<file path="config.mk">
export PLATFORM = sky130hd
export DESIGN_NAME = ycbcr_stream_packer
export DESIGN_NICKNAME = d
export VERILOG_FILES = /design/src/rtl/ycbcr_stream_packer_pkg.sv /design/src/rtl/sync_fifo_fwft.sv /design/src/rtl/ycbcr_stream_packer.sv
export SDC_FILE = /design/constraint.sdc
export NUM_CORES = 1
export LEC_CHECK = 0
export CORE_UTILIZATION = 60
export CTS_CLUSTER_SIZE = 16
export DETAILED_ROUTE_END_ITERATION = 6
export PLACE_DENSITY = 0.78
export SETUP_SLACK_MARGIN = 0.5
export SYNTH_ARGS = -nofsm -noshare
export SYNTH_HDL_FRONTEND = slang
export SYNTH_SLANG_ARGS = --single-unit
</file>
<file path="constraint.sdc">
create_clock -name clk -period 10.7 [get_ports clk]
set_clock_uncertainty 0.05 [all_clocks]
set_input_delay 2.14 -clock clk [delete_from_list [all_inputs] [get_ports clk]]
set_output_delay 2.14 -clock clk [all_outputs]
set_load 0.02 [all_outputs]
</file>
<file path="src/rtl/ycbcr_stream_packer_pkg.sv">
// rtl/ycbcr_stream_packer_pkg.sv - shared word layout, lane offsets, frame geometry and FSM states
package ycbcr_stream_packer_pkg;

   localparam int DSIZE  = 36;
   localparam int SB_SOF = 32;
   localparam int SB_EOF = 33;
   localparam int SB_SOL = 34;
   localparam int SB_EOL = 35;

   localparam logic [1:0] LANE_Y0 = 2'd0;
   localparam logic [1:0] LANE_CB = 2'd1;
   localparam logic [1:0] LANE_Y1 = 2'd2;
   localparam logic [1:0] LANE_CR = 2'd3;

   // Frame geometry shared with the downstream shift stages so EOF/EOL agree
   localparam int FRM_COL_DEF = 640;
   localparam int FRM_ROW_DEF = 400;

   typedef enum logic [1:0] {
      ST_IDLE  = 2'd0,
      ST_ARMED = 2'd1,
      ST_FRAME = 2'd2
   } state_e;

endpackage

</file>
<file path="src/rtl/sync_fifo_fwft.sv">
// rtl/sync_fifo_fwft.sv - first-word-fall-through synchronous FIFO with async active-low clear
module sync_fifo_fwft #(
   parameter int WIDTH = 36,
   parameter int DEPTH = 8
) (
   input  logic             clk,
   input  logic             rst_n,
   input  logic             wr_en,
   input  logic [WIDTH-1:0] wr_data,
   output logic             full,
   input  logic             rd_en,
   output logic [WIDTH-1:0] rd_data,
   output logic             empty
);

   localparam int AW = $clog2(DEPTH);

   logic [AW:0]      wr_ptr_q, wr_ptr_d;
   logic [AW:0]      rd_ptr_q, rd_ptr_d;
   logic [WIDTH-1:0] mem_q [DEPTH];
   logic             do_wr, do_rd;

   // Flags, qualified strobes and next pointers; a read frees the slot a full write lands in
   always_comb begin
      empty    = (wr_ptr_q == rd_ptr_q);
      full     = (wr_ptr_q[AW] != rd_ptr_q[AW]) && (wr_ptr_q[AW-1:0] == rd_ptr_q[AW-1:0]);
      do_rd    = rd_en && !empty;
      do_wr    = wr_en && (!full || do_rd);
      wr_ptr_d = do_wr ? wr_ptr_q + (AW+1)'(1) : wr_ptr_q;
      rd_ptr_d = do_rd ? rd_ptr_q + (AW+1)'(1) : rd_ptr_q;
      rd_data  = empty ? '0 : mem_q[rd_ptr_q[AW-1:0]];
   end

   // Pointer registers
   always_ff @(posedge clk or negedge rst_n) begin
      if (!rst_n) begin
         wr_ptr_q <= '0;
         rd_ptr_q <= '0;
      end else begin
         wr_ptr_q <= wr_ptr_d;
         rd_ptr_q <= rd_ptr_d;
      end
   end

   // Storage array; contents need no reset since empty masks the head
   always_ff @(posedge clk) begin
      if (do_wr) mem_q[wr_ptr_q[AW-1:0]] <= wr_data;
   end

endmodule

</file>
<file path="src/rtl/ycbcr_stream_packer.sv">
// rtl/ycbcr_stream_packer.sv - camera bytes to tagged 36-bit YCbCr422 words; PACK_TEST_PATTERN_EN adds tp_en pattern source
module ycbcr_stream_packer
   import ycbcr_stream_packer_pkg::*;
#(
   parameter int FRM_COL    = FRM_COL_DEF,
   parameter int FRM_ROW    = FRM_ROW_DEF,
   parameter int FIFO_DEPTH = 8
) (
   input  logic             clk,
   input  logic             rst_n,
   input  logic             cam_fv,
   input  logic             cam_lv,
   input  logic             cam_vld,
   input  logic [7:0]       cam_data,
`ifdef PACK_TEST_PATTERN_EN
   input  logic             tp_en,
`endif
   output logic             vld_o,
   input  logic             ds_rdy,
   output logic [DSIZE-1:0] dout,
   output logic             ovf_err,
   output logic             line_err,
   output logic             frm_err
);

   localparam int WPL = FRM_COL / 2;
   localparam int WW  = $clog2(WPL + 1);
   localparam int LW  = $clog2(FRM_ROW + 1);
   // word_cnt saturates at W_FULL (line complete), line_cnt at L_FULL (extra lines)
   localparam logic [WW-1:0] W_LAST = WW'(WPL - 1);
   localparam logic [WW-1:0] W_FULL = WW'(WPL);
   localparam logic [LW-1:0] L_LAST = LW'(FRM_ROW - 1);
   localparam logic [LW-1:0] L_FULL = LW'(FRM_ROW);

   state_e           state_q, state_d;
   logic [1:0]       byte_cnt_q, byte_cnt_d;
   logic [WW-1:0]    word_cnt_q, word_cnt_d;
   logic [LW-1:0]    line_cnt_q, line_cnt_d;
   logic [23:0]      shift_q, shift_d;
   logic             lv_q, lv_d;
   logic             eof_seen_q, eof_seen_d;
   logic             wr_pend_q, wr_pend_d;
   logic [DSIZE-1:0] wr_word_q, wr_word_d;
   logic             ovf_err_q, ovf_err_d;
   logic             line_err_q, line_err_d;
   logic             frm_err_q, frm_err_d;
   logic [7:0]       byte_in;
   logic             sol, eol, sof, eof;
   logic             fifo_full, fifo_empty, fifo_rd;

`ifdef PACK_TEST_PATTERN_EN
   logic tp_s1_q, tp_s2_q, tp_mode_q, tp_mode_d;

   // Pattern mode only changes when a new frame starts
   always_comb begin
      tp_mode_d = tp_mode_q;
      if (state_q == ST_ARMED && cam_fv) tp_mode_d = tp_s2_q;
   end

   // tp_en synchronizer and latched mode
   always_ff @(posedge clk or negedge rst_n) begin
      if (!rst_n) begin
         tp_s1_q   <= 1'b0;
         tp_s2_q   <= 1'b0;
         tp_mode_q <= 1'b0;
      end else begin
         tp_s1_q   <= tp_en;
         tp_s2_q   <= tp_s1_q;
         tp_mode_q <= tp_mode_d;
      end
   end

   // Byte source: camera or generated pattern selected per lane
   always_comb begin
      byte_in = cam_data;
      if (tp_mode_q) begin
         case (byte_cnt_q)
            LANE_Y0, LANE_Y1: byte_in = 8'(word_cnt_q);
            LANE_CB:          byte_in = 8'h80;
            default:          byte_in = 8'(line_cnt_q);
         endcase
      end
   end
`else
   // Byte source: camera data passes straight through
   always_comb begin
      byte_in = cam_data;
   end
`endif

   // Sideband tags for the word being completed this cycle
   always_comb begin
      sol = (word_cnt_q == '0);
      eol = (word_cnt_q == W_LAST);
      sof = sol && (line_cnt_q == '0);
      eof = eol && (line_cnt_q == L_LAST);
   end

   assign fifo_rd = vld_o && ds_rdy;

   // Frame FSM, lane packing, counters and sticky error detection
   always_comb begin
      state_d    = state_q;
      byte_cnt_d = byte_cnt_q;
      word_cnt_d = word_cnt_q;
      line_cnt_d = line_cnt_q;
      shift_d    = shift_q;
      lv_d       = cam_lv;
      eof_seen_d = eof_seen_q;
      wr_pend_d  = 1'b0;
      wr_word_d  = wr_word_q;
      ovf_err_d  = ovf_err_q;
      line_err_d = line_err_q;
      frm_err_d  = frm_err_q;

      if (wr_pend_q && fifo_full && !fifo_rd) ovf_err_d = 1'b1;

      case (state_q)
         ST_IDLE: begin
            if (!cam_fv) state_d = ST_ARMED;
         end
         ST_ARMED: begin
            if (cam_fv) begin
               state_d    = ST_FRAME;
               byte_cnt_d = '0;
               word_cnt_d = '0;
               line_cnt_d = '0;
               eof_seen_d = 1'b0;
            end
         end
         ST_FRAME: begin
            if (cam_fv && cam_lv && cam_vld) begin
               if (line_cnt_q == L_FULL) begin
                  frm_err_d = 1'b1;
               end else if (word_cnt_q == W_FULL) begin
                  line_err_d = 1'b1;
               end else begin
                  byte_cnt_d = byte_cnt_q + 2'd1;
                  case (byte_cnt_q)
                     LANE_Y0: shift_d[7:0]   = byte_in;
                     LANE_CB: shift_d[15:8]  = byte_in;
                     LANE_Y1: shift_d[23:16] = byte_in;
                     default: begin
                        wr_pend_d         = 1'b1;
                        wr_word_d         = {4'b0000, byte_in, shift_q};
                        wr_word_d[SB_SOF] = sof;
                        wr_word_d[SB_EOF] = eof;
                        wr_word_d[SB_SOL] = sol;
                        wr_word_d[SB_EOL] = eol;
                        word_cnt_d        = word_cnt_q + WW'(1);
                        if (eof) eof_seen_d = 1'b1;
                     end
                  endcase
               end
            end
            if (lv_q && !cam_lv) begin
               byte_cnt_d = '0;
               word_cnt_d = '0;
               if (line_cnt_q != L_FULL) begin
                  if (byte_cnt_q != 2'd0 || word_cnt_q != W_FULL) line_err_d = 1'b1;
                  line_cnt_d = line_cnt_q + LW'(1);
               end
            end
            if (!cam_fv) begin
               state_d = ST_ARMED;
               if (!eof_seen_q) frm_err_d = 1'b1;
            end
         end
         default: state_d = ST_IDLE;
      endcase
   end

   // State and datapath registers
   always_ff @(posedge clk or negedge rst_n) begin
      if (!rst_n) begin
         state_q    <= ST_IDLE;
         byte_cnt_q <= '0;
         word_cnt_q <= '0;
         line_cnt_q <= '0;
         shift_q    <= '0;
         lv_q       <= 1'b0;
         eof_seen_q <= 1'b0;
         wr_pend_q  <= 1'b0;
         wr_word_q  <= '0;
         ovf_err_q  <= 1'b0;
         line_err_q <= 1'b0;
         frm_err_q  <= 1'b0;
      end else begin
         state_q    <= state_d;
         byte_cnt_q <= byte_cnt_d;
         word_cnt_q <= word_cnt_d;
         line_cnt_q <= line_cnt_d;
         shift_q    <= shift_d;
         lv_q       <= lv_d;
         eof_seen_q <= eof_seen_d;
         wr_pend_q  <= wr_pend_d;
         wr_word_q  <= wr_word_d;
         ovf_err_q  <= ovf_err_d;
         line_err_q <= line_err_d;
         frm_err_q  <= frm_err_d;
      end
   end

   sync_fifo_fwft #(
      .WIDTH (DSIZE),
      .DEPTH (FIFO_DEPTH)
   ) u_fifo (
      .clk     (clk),
      .rst_n   (rst_n),
      .wr_en   (wr_pend_q),
      .wr_data (wr_word_q),
      .full    (fifo_full),
      .rd_en   (fifo_rd),
      .rd_data (dout),
      .empty   (fifo_empty)
   );

   assign vld_o    = !fifo_empty;
   assign ovf_err  = ovf_err_q;
   assign line_err = line_err_q;
   assign frm_err  = frm_err_q;

endmodule
</file>
==> metrics.txt, run 1 <==
# TYPE chip_impl_metric gauge
chip_impl_metric{name="worst-slew-pin-transition",unit="ns"} 1.121
chip_impl_metric{name="synthDominantCellAreaShare",unit="%"} 55.76
chip_impl_metric{name="chipHeight",unit="um"} 162.8
chip_impl_metric{name="synth.lib_cells_used.distinct",unit=""} 69
chip_impl_metric{name="ys_ff_latch",unit=""} 384
chip_impl_metric{name="max_slew_margin",unit="%"} 25.30
chip_impl_metric{name="timing_hold_violations_final",unit=""} 0
chip_impl_metric{name="clkPwrFrac",unit="%"} 32.9
chip_impl_info{name="holdCritPathClass",value="reg -> reg"} 1
chip_impl_metric{name="maxCapViolations",unit=""} 0
chip_impl_metric{name="routed_via_density",unit=""} 6.272
chip_impl_metric{name="die_area",unit="um^2"} 26490
chip_impl_metric{name="cts_resized",unit=""} 0
chip_impl_metric{name="total_power",unit="mW"} 3.698
chip_impl_info{name="holdPathEnd",value="frm_err"} 1
chip_impl_metric{name="r2r_cells",unit=""} 6
chip_impl_metric{name="antenna_cells",unit=""} 0
chip_impl_metric{name="global_route.overflow_total",unit=""} 0
chip_impl_metric{name="synth_edf_count",unit=""} 288
chip_impl_metric{name="synth_warnings",unit=""} 0
chip_impl_metric{name="floorplan.io_pins",unit=""} 54
chip_impl_metric{name="finalCritPeriodShare",unit="%"} 54.45
chip_impl_metric{name="syn_avg_cell_area",unit="um^2"} 18.98
chip_impl_info{name="grt_setup_unrepaired",value="no"} 1
chip_impl_metric{name="placed_cell_area",unit="um^2"} 16420
chip_impl_metric{name="syn-cell-area",unit="um^2"} 15510
chip_impl_metric{name="grt_start_max_net_pins",unit=""} 78
chip_impl_metric{name="yosysSeqAreaShare",unit="%"} 71.25
chip_impl_metric{name="detail_route.iter0.violations",unit=""} 710
chip_impl_metric{name="cts_made_buffers",unit=""} 38
chip_impl_metric{name="fp.dieW",unit="um"} 162.8
chip_impl_metric{name="syn2layout_area_growth",unit="%"} 13.16
chip_impl_info{name="path_class",value="reg -> out"} 1
chip_impl_info{name="status",value="complete, no violations"} 1
chip_impl_metric{name="gpl.final_weighted_congestion",unit=""} 0.8215
chip_impl_metric{name="fin_util",unit="%"} 69.49
chip_impl_metric{name="switchingPower",unit="mW"} 0.9990
chip_impl_metric{name="switching_share",unit="%"} 27.01
chip_impl_metric{name="grt.total_usage",unit="%"} 24.28
chip_impl_metric{name="synth_fp_nets",unit=""} 841
chip_impl_info{name="critical_path.endpoint_type",value="primary output"} 1
chip_impl_metric{name="fmax",unit="MHz"} 171.6
chip_impl_metric{name="worstPathMaxFanout",unit=""} 56
chip_impl_metric{name="report.final.setup_viol",unit=""} 0
chip_impl_info{name="clock_tree_from_tritoncts",value="yes"} 1
chip_impl_metric{name="fraction_of_layout_instances_using_a_drive_strength_above_1",unit="%"} 25.30
chip_impl_metric{name="number_of_global_route_vias_before_repair",unit=""} 8156
chip_impl_metric{name="ctsHoldBuffers",unit=""} 0
chip_impl_metric{name="post_drt_wl_per_cell",unit="um"} 24.51
chip_impl_metric{name="ff_latch_area",unit="um^2"} 11060
chip_impl_info{name="cts_root_buffer",value="sky130_fd_sc_hd__clkbuf_16"} 1
chip_impl_info{name="synth_largest_area_cell",value="sky130_fd_sc_hd__edfxtp_1"} 1
chip_impl_metric{name="clk_pin_slew",unit="ns"} 0.06
chip_impl_metric{name="core-area",unit="um^2"} 25250
chip_impl_metric{name="h-tree-depth",unit=""} 2
chip_impl_metric{name="worstPathArrival",unit="ns"} 3.64
chip_impl_metric{name="drt_drc_violations_left",unit=""} 0
chip_impl_metric{name="vias",unit=""} 7821
chip_impl_metric{name="stdcell_area",unit="um^2"} 17550
chip_impl_info{name="critical_path.reg2reg.endpoint",value="u_fifo.mem_q[4][5]"} 1
chip_impl_metric{name="hold_slack",unit="ns"} 0.4045
chip_impl_metric{name="whs_path_depth",unit=""} 1
chip_impl_metric{name="total_negative_setup_slacks",unit="ns"} 0
chip_impl_metric{name="filler_cell_count",unit=""} 1547
chip_impl_metric{name="final.min_clock_period",unit="ns"} 5.826
chip_impl_info{name="ys_top_cells_by_area",value="sky130_fd_sc_hd__edfxtp_1 (56%), sky130_fd_sc_hd__dfrtp_1 (15%), sky130_fd_sc_hd__mux4_2 (10%)"} 1
chip_impl_metric{name="layout.nets",unit=""} 911
chip_impl_info{name="worstSetupStartpointType",value="flop"} 1
chip_impl_metric{name="drt_pass1_iterations",unit=""} 7
chip_impl_metric{name="seqPwrFrac",unit="%"} 44.4
chip_impl_metric{name="placement_rows",unit=""} 58
chip_impl_metric{name="postSynth.asyncResetShare",unit="%"} 25.00
chip_impl_metric{name="area_occupied_by_multi_input_gates",unit="um^2"} 4257
chip_impl_metric{name="worst_ep_required_time",unit="ns"} 8.51
chip_impl_metric{name="number_of_antenna_violations_at_the_first_check_in_global_routing",unit=""} 0
chip_impl_metric{name="ant_nets",unit=""} 0
chip_impl_info{name="ys_dominant_reg_cell",value="sky130_fd_sc_hd__edfxtp_1"} 1
chip_impl_metric{name="r2r_slack",unit="ns"} 7.32
chip_impl_metric{name="internal_power",unit="mW"} 2.699
chip_impl_metric{name="clock_path_buffers",unit=""} 3
chip_impl_metric{name="power-per-cell-area",unit="nW/um^2"} 210.7
chip_impl_metric{name="clock_insertion_delay_worst_skew",unit="ns"} 0.53
chip_impl_metric{name="ir_drop",unit="V"} 0.0001958
chip_impl_metric{name="postCtsSetupRepairBufs",unit=""} 0
chip_impl_info{name="critical_path.reg2reg.startpoint",value="u_fifo.rd_ptr_q[1]"} 1
chip_impl_metric{name="clkSinkCount",unit=""} 384
chip_impl_metric{name="combinationalPowerShare",unit="%"} 22.7
chip_impl_metric{name="power.leakage",unit="nW"} 6.685
chip_impl_metric{name="detailedPlacementHpwl",unit="um"} 16930
chip_impl_metric{name="routed_wirelength",unit="um"} 30570
chip_impl_metric{name="post_synth_inst_count",unit=""} 817
chip_impl_metric{name="effective_utilization_at_floorplan",unit="%"} 61.41
chip_impl_metric{name="grt_pass1_wl",unit="um"} 47620
chip_impl_metric{name="final-max-slew-violation-count",unit=""} 0
chip_impl_metric{name="place.port_buffers",unit=""} 53
chip_impl_info{name="holdCritStartpoint",value="frm_err"} 1
[synth_stat cells, types with 7 or more instances]
cell	n
sky130_fd_sc_hd__nand2_1	15
sky130_fd_sc_hd__a21oi_1	7
sky130_fd_sc_hd__inv_1	12
sky130_fd_sc_hd__buf_2	16
sky130_fd_sc_hd__dfrtp_1	96
sky130_fd_sc_hd__nor4_1	8
sky130_fd_sc_hd__mux2_4	16
sky130_fd_sc_hd__edfxtp_1	288
sky130_fd_sc_hd__nor2_1	47
sky130_fd_sc_hd__ha_1	10
sky130_fd_sc_hd__xor2_1	9
sky130_fd_sc_hd__nand2b_1	9
sky130_fd_sc_hd__mux4_2	72
sky130_fd_sc_hd__mux2i_1	39
sky130_fd_sc_hd__xnor2_1	8
sky130_fd_sc_hd__mux2_2	44
sky130_fd_sc_hd__nand3_1	12
sky130_fd_sc_hd__clkbuf_1	10
[cell usage in the layout (no fill, tap or decap), drive strengths merged, types with 3 or more instances in the layout]
master           n
nor2            47
o21ai            8
a31o             3
nor4             9
a21boi           4
mux2i           39
ha              10
nand2b           9
buf             15
edfxtp         288
nand2           16
and3             4
or4              5
clkinv           9
inv             15
xor2             9
nand3           15
mux4            72
nor3             6
dfrtp           96
a31oi            6
o31ai            6
clkbuf          58
xnor2            8
clkdlybuf4s50   52
a21oi            8
mux2            60
[final cells by class]
class / instances / area share, %
Sequential cell: 384 / 63.00
Tap cell: 330 / 2.353
Timing Repair Buffer: 67 / 3.608
Clock buffer: 58 / 6.017
Inverter: 13 / 0.3208
Multi-Input combinational cell: 383 / 24.25
Clock inverter: 12 / 0.4420
[power by group through the flow]
stage | clock network (mW) | logic (mW) | registers [mW]
4_1_cts | 1.24 | 0.856 | 1.64
5_1_grt | 1.29 | 0.894 | 1.65
3_3_place_gp | 0 | 0.835 | 1.67
6_report | 1.22 | 0.839 | 1.64
2_1_floorplan | 0 | 0.596 | 1.65
3_5_place_dp | 0 | 0.851 | 1.67
[routing by layer]
layer	vias up	GRT usage, %	share of wire (%)
met3	51	3.259	5.8
met5	-	0	0
met2	254	40.66	51
met4	0	6.924	2.0
met1	4127	33.80	41
li1	3389	-	-
[logic make-up after synthesis]
kind of cell	count (synthesis)	share of synthesized area, %
AO/OA/AOI/OAI	56	2.816
XOR/XNOR	17	0.9601
adder cells (fa/ha/maj)	10	0.8068
buffers and inverters	50	1.686
flip-flops	384	71.25
multiplexers	171	17.72
AND/OR/NAND/NOR	129	4.760
[how the worst max path moves through the flow]
| stage | startpoint | end | slack (ns) | depth (start not counted) |
|---|---|---|---|---|
| detailed placement | u_fifo.rd_ptr_q[0] | dout[29] | 5.27 | 5 |
| global route | u_fifo.rd_ptr_q[0] | dout[1] | 4.58 | 5 |
| CTS | u_fifo.rd_ptr_q[0] | dout[1] | 4.74 | 5 |
| global placement | u_fifo.rd_ptr_q[0] | dout[29] | 5.32 | 5 |
| finish | u_fifo.rd_ptr_q[0] | dout[1] | 4.87 | 5 |
| floorplan | ds_rdy | u_fifo.mem_q[0][0] | 4.26 | 3 |
[through the flow]
step	cells	setup slack, ns
final	1247	4.874
after floorplan	817	4.256
after CTS	1247	4.736
after global placement	1177	5.320
after global routing	1247	4.581
after detailed placement	1177	5.265
[critical path: stages (launching register included)]
cell	delay, ns
sky130_fd_sc_hd__dfrtp_4	0.69
sky130_fd_sc_hd__buf_4	0.95
sky130_fd_sc_hd__mux4_2	0.61
sky130_fd_sc_hd__mux2i_1	0.21
sky130_fd_sc_hd__nor2_1	0.07
sky130_fd_sc_hd__clkdlybuf4s50_1	0.54
[state kept, by name, summed over array words and instances (netlist names)]
signal and flops:
eof_seen_q 1, line_cnt_q 9, wr_pend_q 1, word_cnt_q 9
byte_cnt_q 2, state_q 2, lv_q 1, frm_err 1
shift_q 24, ovf_err 1, u_fifo.wr_ptr_q 4, u_fifo.mem_q 288
wr_word_q 36, line_err 1, u_fifo.rd_ptr_q 4
No activity file was read; power rests on OpenSTA's default activity.
==> run 2: changes to the inputs <==
--- a/config.mk
+++ b/config.mk
@@ -5,10 +5,10 @@
 export SDC_FILE = /design/constraint.sdc
 export NUM_CORES = 1
 export LEC_CHECK = 0
-export CORE_UTILIZATION = 60
+export CORE_UTILIZATION = 55
 export CTS_CLUSTER_SIZE = 16
 export DETAILED_ROUTE_END_ITERATION = 6
-export PLACE_DENSITY = 0.78
+export PLACE_DENSITY = 0.76
 export SETUP_SLACK_MARGIN = 0.5
 export SYNTH_ARGS = -nofsm -noshare
 export SYNTH_HDL_FRONTEND = slang
==> constraint.sdc (replaced) <==
create_clock -name clk -period 4.8 [get_ports clk]
set_clock_uncertainty 0.05 [all_clocks]
set_input_delay 0.96 -clock clk [delete_from_list [all_inputs] [get_ports clk]]
set_output_delay 0.96 -clock clk [all_outputs]
set_load 0.02 [all_outputs]
==> metrics.txt, run 2 (same netlist as run 1, synthesis figures left out) <==
# TYPE chip_impl_metric gauge
chip_impl_metric{name="cts_made_buffers",unit=""} 39
chip_impl_metric{name="ant_nets",unit=""} 0
chip_impl_metric{name="ir_drop",unit="V"} 0.0002661
chip_impl_info{name="final_common_cell",value="sky130_fd_sc_hd__edfxtp_1"} 1
chip_impl_metric{name="gpl.final_weighted_congestion",unit=""} 0.8124
chip_impl_metric{name="number_of_antenna_violations_at_the_first_check_in_global_routing",unit=""} 1
chip_impl_metric{name="h-tree-depth",unit=""} 2
chip_impl_metric{name="max_slew_margin",unit="%"} 45.86
chip_impl_info{name="critical_path.reg2reg.startpoint",value="u_fifo.rd_ptr_q[1]"} 1
chip_impl_metric{name="r2r_cells",unit=""} 6
chip_impl_metric{name="ctsHoldBuffers",unit=""} 0
chip_impl_info{name="critical_path.reg2reg.endpoint",value="u_fifo.mem_q[2][4]"} 1
chip_impl_metric{name="final.min_clock_period",unit="ns"} 4.095
chip_impl_info{name="path_class",value="reg -> out"} 1
chip_impl_metric{name="floorplan.io_pins",unit=""} 54
chip_impl_metric{name="power-per-cell-area",unit="nW/um^2"} 476.6
chip_impl_metric{name="clk_pin_slew",unit="ns"} 0.06
chip_impl_metric{name="clock_path_buffers",unit=""} 3
chip_impl_metric{name="worstPathMaxFanout",unit=""} 43
chip_impl_metric{name="syn2layout_area_growth",unit="%"} 15.09
chip_impl_metric{name="stdcell_area",unit="um^2"} 17850
chip_impl_metric{name="detailedPlacementHpwl",unit="um"} 17740
chip_impl_metric{name="cts_resized",unit=""} 0
chip_impl_metric{name="number_of_global_route_vias_before_repair",unit=""} 7916
chip_impl_metric{name="worst_slack",unit="ns"} 0.7052
chip_impl_metric{name="pre_cts_slack",unit="ns"} 1.040
chip_impl_info{name="holdCritPathClass",value="in -> async"} 1
chip_impl_metric{name="finalCritPeriodShare",unit="%"} 85.31
chip_impl_metric{name="die_area",unit="um^2"} 28870
chip_impl_metric{name="layout.nets",unit=""} 919
chip_impl_info{name="critical_path.endpoint_type",value="primary output"} 1
chip_impl_metric{name="effective_utilization_at_floorplan",unit="%"} 55.82
chip_impl_metric{name="core-area",unit="um^2"} 27780
chip_impl_metric{name="routed_wirelength",unit="um"} 30640
chip_impl_metric{name="worstPathArrival",unit="ns"} 3.08
chip_impl_metric{name="fin_util",unit="%"} 64.25
chip_impl_metric{name="timing_hold_violations_final",unit=""} 0
chip_impl_metric{name="fmax",unit="MHz"} 244.2
chip_impl_info{name="endpoint",value="dout[6]"} 1
chip_impl_info{name="clock_tree_from_tritoncts",value="yes"} 1
chip_impl_metric{name="power.leakage",unit="nW"} 6.797
chip_impl_metric{name="fp.dieW",unit="um"} 169.9
chip_impl_metric{name="worst_ep_required_time",unit="ns"} 3.79
chip_impl_metric{name="post_drt_wl_per_cell",unit="um"} 23.50
chip_impl_info{name="grt_setup_unrepaired",value="no"} 1
chip_impl_metric{name="fraction_of_layout_instances_using_a_drive_strength_above_1",unit="%"} 26.46
chip_impl_metric{name="drt_drc_violations_left",unit=""} 0
chip_impl_metric{name="global_route.overflow_total",unit=""} 0
chip_impl_info{name="crit_startpoint",value="u_fifo.rd_ptr_q[0]"} 1
chip_impl_metric{name="total_negative_setup_slacks",unit="ns"} 0
chip_impl_metric{name="final-max-slew-violation-count",unit=""} 0
chip_impl_info{name="cts_root_buffer",value="sky130_fd_sc_hd__clkbuf_16"} 1
chip_impl_metric{name="clkSinkCount",unit=""} 384
chip_impl_info{name="status",value="complete, no violations"} 1
chip_impl_metric{name="grt_pass1_wl",unit="um"} 47310
chip_impl_info{name="worstSetupStartpointType",value="flop"} 1
chip_impl_metric{name="worst-slew-pin-transition",unit="ns"} 0.8095
chip_impl_metric{name="report.final.setup_viol",unit=""} 0
chip_impl_metric{name="placement_rows",unit=""} 61
chip_impl_metric{name="place.port_buffers",unit=""} 53
chip_impl_metric{name="vias",unit=""} 7701
chip_impl_metric{name="number_of_flip_flops_in_the_largest_register",unit=""} 288
chip_impl_metric{name="hold_slack",unit="ns"} 0.2393
chip_impl_metric{name="postCtsSetupRepairBufs",unit=""} 1
chip_impl_metric{name="drt_pass1_iterations",unit=""} 5
chip_impl_info{name="layout_common_cells",value="sky130_fd_sc_hd__edfxtp_1 (288), sky130_fd_sc_hd__dfrtp_1 (93), sky130_fd_sc_hd__mux4_2 (72), sky130_fd_sc_hd__clkdlybuf4s50_1 (52), sky130_fd_sc_hd__nor2_1 (45)"} 1
chip_impl_metric{name="antenna_cells",unit=""} 0
chip_impl_metric{name="routed_via_density",unit=""} 5.906
chip_impl_metric{name="placed_cell_area",unit="um^2"} 16570
chip_impl_metric{name="clock_insertion_delay_worst_skew",unit="ns"} 0.53
chip_impl_metric{name="maxCapViolations",unit=""} 0
chip_impl_metric{name="chipHeight",unit="um"} 169.9
chip_impl_metric{name="detail_route.iter0.violations",unit=""} 605
chip_impl_metric{name="grt_start_max_net_pins",unit=""} 44
chip_impl_metric{name="grt.total_usage",unit="%"} 22.35
chip_impl_metric{name="r2r_slack",unit="ns"} 1.62
run 2: changes by cell type in the layout (fill, tap and decap cells not counted), moves of 2 or more:
cell                        delta
sky130_fd_sc_hd__clkbuf_1     -10
sky130_fd_sc_hd__clkinv_1      +6
sky130_fd_sc_hd__buf_12        +4
sky130_fd_sc_hd__buf_4         +3
sky130_fd_sc_hd__bufinv_16     +2
sky130_fd_sc_hd__clkbuf_16     +2
sky130_fd_sc_hd__clkbuf_8      +2
run 2: worst min path at each step:
stage | from | end | slack [ns]
finish | rst_n | line_cnt_q[2] | 0.24
global route | rst_n | line_cnt_q[1] | 0.24
CTS | rst_n | line_cnt_q[3] | 0.23
detailed placement | frm_err | frm_err | 0.40
global placement | frm_err | frm_err | 0.39
floorplan | eof_seen_q | eof_seen_q | 0.42
run 2: per-stage QoR:
stage / total power, mW / cells
floorplan: 5.003 / 817
global placement: 5.620 / 1231
detailed placement: 5.638 / 1231
CTS: 8.592 / 1304
global route: 8.815 / 1304
finish: 8.506 / 1304
run 2: layer usage:
metal / GRT usage, % / share of wire [%]
met5: 0 / 0
met4: 5.640 / 1.8
met3: 3.535 / 5.2
met2: 37.42 / 51
met1: 30.96 / 42
run 2: layout make-up:
type | count | area, um^2
clock buffer | 52 | 1096
clock inverter | 20 | 162.7
fill | 1898 | 9933
inverter | 13 | 56.30
multi-input combinational | 383 | 4265
sequential | 384 | 11060
tap | 378 | 473.0
timing repair buffer | 74 | 735.7
run 2: power by group:
part           internal, mW  switching, mW
clock network          1.72           1.23
registers              3.58          0.186
logic                 0.926          0.869
total                  6.23           2.28
run 2: critical path, stage by stage (launching register included):
cell and delay [ns]:
sky130_fd_sc_hd__dfrtp_4 0.71, sky130_fd_sc_hd__buf_12 0.38, sky130_fd_sc_hd__mux4_2 0.54, sky130_fd_sc_hd__mux2i_1 0.29, sky130_fd_sc_hd__nor2_1 0.07, sky130_fd_sc_hd__clkdlybuf4s50_1 0.54
